$ cat config.mk
export PLATFORM = sky130hd
export DESIGN_NAME = channel_window_averager
export DESIGN_NICKNAME = d
export VERILOG_FILES = /design/src/rtl/channel_window_averager.sv
export SDC_FILE = /design/constraint.sdc
export NUM_CORES = 1
export LEC_CHECK = 0
export ABC_CLOCK_PERIOD_IN_PS = 5600
export BUFFER_PORTS_ARGS = -buffer_cell sky130_fd_sc_hd__buf_2
export CORE_MARGIN = 4
export CORE_UTILIZATION = 55
export DETAILED_ROUTE_END_ITERATION = 7
export GPL_ROUTABILITY_DRIVEN = 0
export HOLD_SLACK_MARGIN = 0.1
export PLACE_DENSITY = 0.81
export SLEW_MARGIN = 30
export SYNTH_ARGS = -nofsm -noshare
export SYNTH_HDL_FRONTEND = slang
export SYNTH_SLANG_ARGS = --single-unit
$ cat constraint.sdc
create_clock -name clk -period 5.6 [get_ports clk]
set_clock_uncertainty 0.2 [all_clocks]
set_input_delay 0 -clock clk [delete_from_list [all_inputs] [get_ports clk]]
set_output_delay 0 -clock clk [all_outputs]
set_load 0.01 [all_outputs]
$ cat src/rtl/channel_window_averager.sv
// Per-channel running window sum and floor(sum/10) average, two-stage valid/ready pipeline.
// Optional feature macro: CHANNEL_CLEAR_EN (adds clr_valid/clr_ch per-channel clear).
module channel_window_averager #(
  parameter int NUM_CHANNELS = 7,
  parameter int SAMPLE_BITS  = 8,
  parameter int WINDOW       = 10
) (
  input  logic                   clk,
  input  logic                   reset,
  input  logic                   in_valid,
  output logic                   in_ready,
  input  logic [2:0]             in_ch,
  input  logic [SAMPLE_BITS-1:0] in_new,
  input  logic [SAMPLE_BITS-1:0] in_old,
  output logic                   out_valid,
  input  logic                   out_ready,
  output logic [2:0]             out_ch,
  output logic [11:0]            out_sum,
  output logic [7:0]             out_avg,
  output logic                   out_warm,
  output logic                   err
`ifdef CHANNEL_CLEAR_EN
  ,
  input  logic                   clr_valid,
  input  logic [2:0]             clr_ch
`endif
);

  localparam logic [3:0] NUM_CH = 4'(NUM_CHANNELS);
  localparam logic [3:0] WIN    = 4'(WINDOW);

  // Storage covers the full 3-bit index space; entries at or above NUM_CHANNELS are never written.
  logic [11:0] sum_q  [8];
  logic [3:0]  fill_q [8];

  logic        a_valid;
  logic [2:0]  a_ch;
  logic [11:0] a_sum;
  logic        a_warm;

  logic        legal;
  logic        cur_warm;
  logic [11:0] cur_sum;
  logic [3:0]  cur_fill;
  logic [SAMPLE_BITS-1:0] old_eff;
  logic [12:0] next_sum;
  logic        underflow;
  logic [11:0] new_sum;
  logic [3:0]  new_fill;
  logic        b_load;
  logic        accept;
  logic        clr_active;

`ifdef CHANNEL_CLEAR_EN
  assign clr_active = clr_valid;
`else
  assign clr_active = 1'b0;
`endif

  assign legal     = {1'b0, in_ch} < NUM_CH;
  assign cur_sum   = sum_q[in_ch];
  assign cur_fill  = fill_q[in_ch];
  assign cur_warm  = (cur_fill == WIN);
  // Evicted samples are stale buffer contents until the window has filled once.
  assign old_eff   = cur_warm ? in_old : '0;
  assign next_sum  = 13'(cur_sum) + 13'(in_new) - 13'(old_eff);
  assign underflow = next_sum[12];
  assign new_sum   = underflow ? 12'd0 : next_sum[11:0];
  assign new_fill  = cur_warm ? WIN : cur_fill + 4'd1;

  assign b_load   = !out_valid || out_ready;
  assign in_ready = !reset && (!a_valid || b_load) && !clr_active;
  assign accept   = in_valid && in_ready;

  always_ff @(posedge clk or posedge reset) begin
    if (reset) begin
      for (int i = 0; i < 8; i++) begin
        sum_q[i]  <= '0;
        fill_q[i] <= '0;
      end
      a_valid   <= 1'b0;
      a_ch      <= '0;
      a_sum     <= '0;
      a_warm    <= 1'b0;
      out_valid <= 1'b0;
      out_ch    <= '0;
      out_sum   <= '0;
      out_avg   <= '0;
      out_warm  <= 1'b0;
      err       <= 1'b0;
    end else begin
      err <= accept && (!legal || underflow);

`ifdef CHANNEL_CLEAR_EN
      if (clr_valid && ({1'b0, clr_ch} < NUM_CH)) begin
        sum_q[clr_ch]  <= '0;
        fill_q[clr_ch] <= '0;
      end
`endif

      if (accept && legal) begin
        sum_q[in_ch]  <= new_sum;
        fill_q[in_ch] <= new_fill;
      end

      // Stage A refills on an accept; otherwise it empties when its result moves into B.
      if (accept) begin
        a_valid <= legal;
        if (legal) begin
          a_ch   <= in_ch;
          a_sum  <= new_sum;
          a_warm <= cur_warm;
        end
      end else if (b_load) begin
        a_valid <= 1'b0;
      end

      if (b_load) begin
        out_valid <= a_valid;
        if (a_valid) begin
          out_ch   <= a_ch;
          out_sum  <= a_sum;
          // Reciprocal multiply; exact floor(/10) over the 0..2550 reachable range.
          out_avg  <= 8'(({13'd0, a_sum} * 25'd6554) >> 16);
          out_warm <= a_warm;
        end
      end
    end
  end

endmodule

; After elaboration in Yosys (flattened, before gate mapping)
; Cells that the tools add are included.
[classes]
add_sub_neg = 3
n_mul = 1
n_div = 0
n_lt_le_gt_ge = 3
eq_ne = 1
shifts = 0
mux = 17
n_bitwise = 1
reduce_logical = 15
[op_table]
columns = operator, n
row1 = 96-bit bitwise mux, 1
row2 = 12-bit two-way mux, 4
row3 = 12-bit binary-select mux with 3-bit select, 1
row4 = 12-bit demux with 3-bit select, 1
row5 = 32-bit bitwise mux, 1
row6 = "12-bit by 12-bit multiplier with 23-bit output, second input constant", 1
row7 = 4-bit two-way mux, 4
row8 = 12-bit by 8-bit adder with 13-bit output, 1
row9 = 13-bit by 8-bit subtractor with 13-bit output, 1
row10 = 4-bit binary-select mux with 3-bit select, 1
row11 = 4-bit demux with 3-bit select, 1
row12 = 8-bit two-way mux, 1
row13 = 1-bit logical AND, 5
row14 = "4-bit by 1-bit adder with 4-bit output, second input constant", 1
row15 = "4-bit equality test, second input constant", 1
row16 = "4-bit greater-or-equal comparator, second input constant", 1
row17 = 1-bit zero test, 4
row18 = "4-bit by 1-bit < comparator with 1-bit output, second input constant", 1
row19 = 3-bit NOT with 4-bit output, 1
row20 = 2-bit AND reduction, 2
row21 = 1-bit logical OR, 3
row22 = "3-bit < comparator, second input constant", 1
row23 = 1-bit two-way mux, 2
row24 = 2-bit nonzero test, 1
[totals]
regBits = 171
latchBits = 0
ram_bits = 0
romBits = 0
inputBits = 23
output_inout_bits = 27
elab_cells = 67
mem_count = 0

; Depth between registers and ports, before layout
[logic_depth]
depth_word = 9
ltp_mapped = 22
depth_no_buf = 18

; Worst setup path before layout
; OpenSTA, ideal clock, no wires.
[synth_path]
kind = input to register
startpoint = input reset
endpoint = register fill_q[28] in the netlist's numbering
setup_time_ns = 0.125
t_arrival_ns = 5.294
required_time_ns = 5.275
path_slack_ns = -0.019
cell_stages = 4
path_buffers = 0
path_cell_list = inv_1 -> nand3_1 -> nor4_1 -> mux2_2
[synth_between]
elab_chain_len = 4
[synth_rtl]
columns = element, line
row1 = start: declaration, 9  ; input logic reset,
row2 = 1-bit zero test (no line), --
row3 = 1-bit logical AND, 72  ; assign in_ready = !reset && (!a_valid || b_load) && !clr_active;
row4 = 1-bit logical AND, 73  ; assign accept = in_valid && in_ready;
row5 = 1-bit logical AND, 101  ; if (accept && legal) begin
row6 = end signal: indexed assignment, 103  ; fill_q[in_ch] <= new_fill;
row7 = end: declaration, 34  ; logic [3:0] fill_q [8];
; No other way between the ends.
; A chain may end at the register's enable or synchronous reset.

; Final worst setup path
[layout_path]
startpoint = register fill_q[17] in the netlist's numbering
endpoint = register err
[layout_between]
elab_chain_len = 8
[layout_rtl]
columns = element, line
row1 = 4-bit binary-select mux with 3-bit select, 62  ; assign cur_fill = fill_q[in_ch];
row2 = 4-bit two-way mux (implied by the code) (2 in a row), 62
row3 = 4-bit equality test, 63  ; assign cur_warm = (cur_fill == WIN);
row4 = 8-bit two-way mux, 65  ; assign old_eff = cur_warm ? in_old : '0;
row5 = 13-bit by 8-bit subtractor with 13-bit output, 66  ; assign next_sum = 13'(cur_sum) + 13'(in_new) - 13'(old_eff);
row6 = 1-bit logical OR, 92  ; err <= accept && (!legal || underflow);
row7 = 1-bit logical AND, 92
row8 = end signal: assignment, 92
row9 = end: declaration, 21  ; output logic err
; No other way between the ends. The select of a mux whose other input is x is not followed.

==> results.toml <==
[sta]
hold_viol = 0
rsz0062_at_grt = "no"
post-route-min-period_ns = 5.25
clock.fmax_mhz = 191
fin_crit_sh = 0.937
worst_slew_pin_slew_ns = 1.00
slew_headroom = 0.326
slew_violations = 0
fin_tns_setup_ns = 0
setup_viol = 0

[outcome]
status = "complete, no violations"

[clock_tree]
htreeDepth = 4
clkTransAtPathRegs_ns = 0.07
clk-insertion-delay-late_ns = 0.44
numCtsBuffers = 17
cts_root_buf = "clkbuf_16"
cts_buffer_depth = 2
post_cts_buffers = 0
clock_sinks = 171
cts_tree = "done"

[worst_setup_path]
cpMaxStageDelayCell = "dlygate4sd3_1"
crit_path_start_kind = "flip-flop"
cp-endpoint = "err"
crit_start = "fill_q[17]"
reg2reg_to = "err"
cp_max_fo = 8
slowest_delay_ns = 0.60
worstPathArrival_ns = 5.42
path_buf_inv = 2
path_class = "reg2reg"
path_delay_family = "adder cells"
cp.depth = 18
r2r_setup_slack_ns = 0.35
end_kind = "flip-flop"
r2r-start = "fill_q[17]"
reg2reg_depth = 18
required_ns = 5.77
path_cells = "mux2i_1 -> and2b_2 -> o21ai_0 -> nand3_1 -> ha_1 -> nand4b_1 -> nand2_1 -> and2_1 -> fa_1 -> inv_1 -> fa_1 -> a211oi_2 -> nor3_1 -> nor2_1 -> o21ai_0 -> xnor2_1 -> a21oi_1 -> dlygate4sd3_1"

[logic_synthesis]
synth.most_common_cell = "nand2_1"
synth_edf_count = 0
yosysUniqueCellTypes = 59
syn_avg_cell_area_sq_um = 10.2
yosys.area.top_type_share = 0.386
synth.area.top_cells = "dfrtp_1 (39%), ha_1 (11%), fa_1 (8.1%)"
synthesis.area_sq_um = 11100
ys_ff_latch = 171
ys_warn_count = 0
synth_cells = 1087
seq_area_frac_synth = 0.386
synth_ff_type = "dfrtp_1"
synth_async_sr_flop_share = 1.00
netlist_top_cells_count = "nand2_1 (174), dfrtp_1 (171), inv_1 (110)"
syn-num-nets = 1253
yosysTopAreaCell = "dfrtp_1"

[drt]
routed-wl-met2_um = 12700
antenna_left = 0
vias = 8205
drt_iter0_markers = 716
wl_met1_um = 11000
wl_per_cell_um = 18.4
drc_errors = 0
wl_um = 25500
viasPerCell = 5.91
met3_length_um = 1170
top_layer = "met4"
firstDrtPassIters = 5

[cells_and_area]
register_area_sq_um = 4280
area_growth_syn_to_layout_pct = 9.72
fillers = 1589
multi_input_area_sq_um = 6050
diodes = 0
fin_nets = 1276
drive_gt1_frac = 0.150

[hold_path]
hold_class = "in2reg"

[place]
portBuffers = 49
dp_hpwl_um = 17800

[grt]
grt.total_usage = 0.235
grt_pass1_vias = 8263
grt_pass1_wl_um = 41900
grt_max_degree = 75
antenna_found_initial = 0
grt.overflow.total = 0

[floorplanning]
fp.dieW_um = 150
initial_core_util = 0.564
die-area_sq_um = 22500
rows = 51
core_area_sq_um = 19700
num_io_pins = 50
die_y_um = 150

[flow_run]
maxCapViolations = 0
[metrics by stage]
| stage | instance area, sq um | utilization | cells | setup WS, ns | hold slack [ns] |
|---|---|---|---|---|---|
| after detailed placement | 11500 | 0.583 | 1348 | 0.492 | -0.0221 |
| after floorplan | 11100 | - | 1087 | 0.895 | 0.0180 |
| final | 12200 | 0.619 | 1388 | 0.354 | 0.143 |
| after CTS | 12100 | 0.618 | 1388 | 0.291 | 0.122 |
| after global routing | 12200 | 0.619 | 1388 | 0.0391 | 0.186 |
| after global placement | 11400 | 0.582 | 1348 | 0.552 | -0.0455 |
[flip-flops by register name (all words and copies together), names as in the netlist]
register and count:
fill_q 32, out_sum 12, a_sum 12, out_warm 1
a_valid 1, a_ch 3, sum_q 96, a_warm 1
err 1, out_valid 1, out_ch 3, out_avg 8
[worst min-delay path by stage]
stage	cells past startpoint	startpoint	slack, ns	end
2_1_floorplan	2	out_ready	0.02	a_valid
3_5_place_dp	2	reset	-0.02	out_valid
3_3_place_gp	2	reset	-0.05	out_valid
6_report	5	in_ch[2]	0.14	sum_q[18]
4_1_cts	5	in_ch[2]	0.12	sum_q[18]
5_1_grt	5	in_ch[2]	0.19	sum_q[18]
[per-layer routing]
metal,GRT usage,up-vias
met5,0,-
li1,-,3810
met3,0.0400,49
met2,0.392,261
met4,0.0764,0
met1,0.315,4085
[final cells by class]
class                           instances  share of cell area
Clock buffer                           18              0.0361
Clock inverter                         14              0.0143
Inverter                              110              0.0343
Multi-Input combinational cell        737               0.497
Sequential cell                       171               0.352
Tap cell                              265              0.0273
Timing Repair Buffer                   73              0.0392
[what timing repair did]
| action | 4_1_cts | 5_1_grt |
|---|---|---|
| resized for setup | 0 | 2 |
| endpoints found under the hold margin | 49 | 0 |
| endpoints found under the setup margin | 0 | 1 |
| hold buffers | 8 | 0 |
[worst reg2reg max path, delay by kind of cell, from the launching register on]
kind / cells / cell delay, ns
adder cells (fa/ha/maj): 3 / 1.27
AND/OR/NAND/NOR: 7 / 1.26
AO/OA/AOI/OAI: 4 / 1.06
buffers and inverters: 2 / 0.68
flip-flops: 1 / 0.39
XOR/XNOR: 1 / 0.21
multiplexers: 1 / 0.11
[layout by cell type, fill, tap and decap left out, types with 4 or more instances in the layout]
master           n
clkbuf_16       17
o211ai_1         4
nor2_1          12
clkinv_8         6
xnor2_1         13
nor3b_1          4
o21ai_0         60
fa_1            45
ha_1            98
xor2_1           9
o31ai_1         77
nand3_1         12
dfrtp_1        171
dlygate4sd3_1    8
nand2b_1         5
and2_1          15
buf_4           13
a22o_1          12
a21o_1          10
a221oi_1         8
mux4_1           4
a31oi_1          4
and2b_2          4
buf_2           48
and3_1           9
a21oi_1         22
nand2_1        171
mux2_2          49
nor3_1          12
mux2i_1         30
inv_1          109
[cells by family after synthesis]
family / after synthesis / share of synthesized area
buffers and inverters: 179 / 0.0713
AO/OA/AOI/OAI: 218 / 0.133
XOR/XNOR: 24 / 0.0202
multiplexers: 84 / 0.0884
adder cells (fa/ha/maj): 143 / 0.192
AND/OR/NAND/NOR: 268 / 0.109
flip-flops: 171 / 0.386
Power is left out: the tool's default activity adds up to more than one toggle a clock period on the data nets, which glitch-free logic cannot reach.
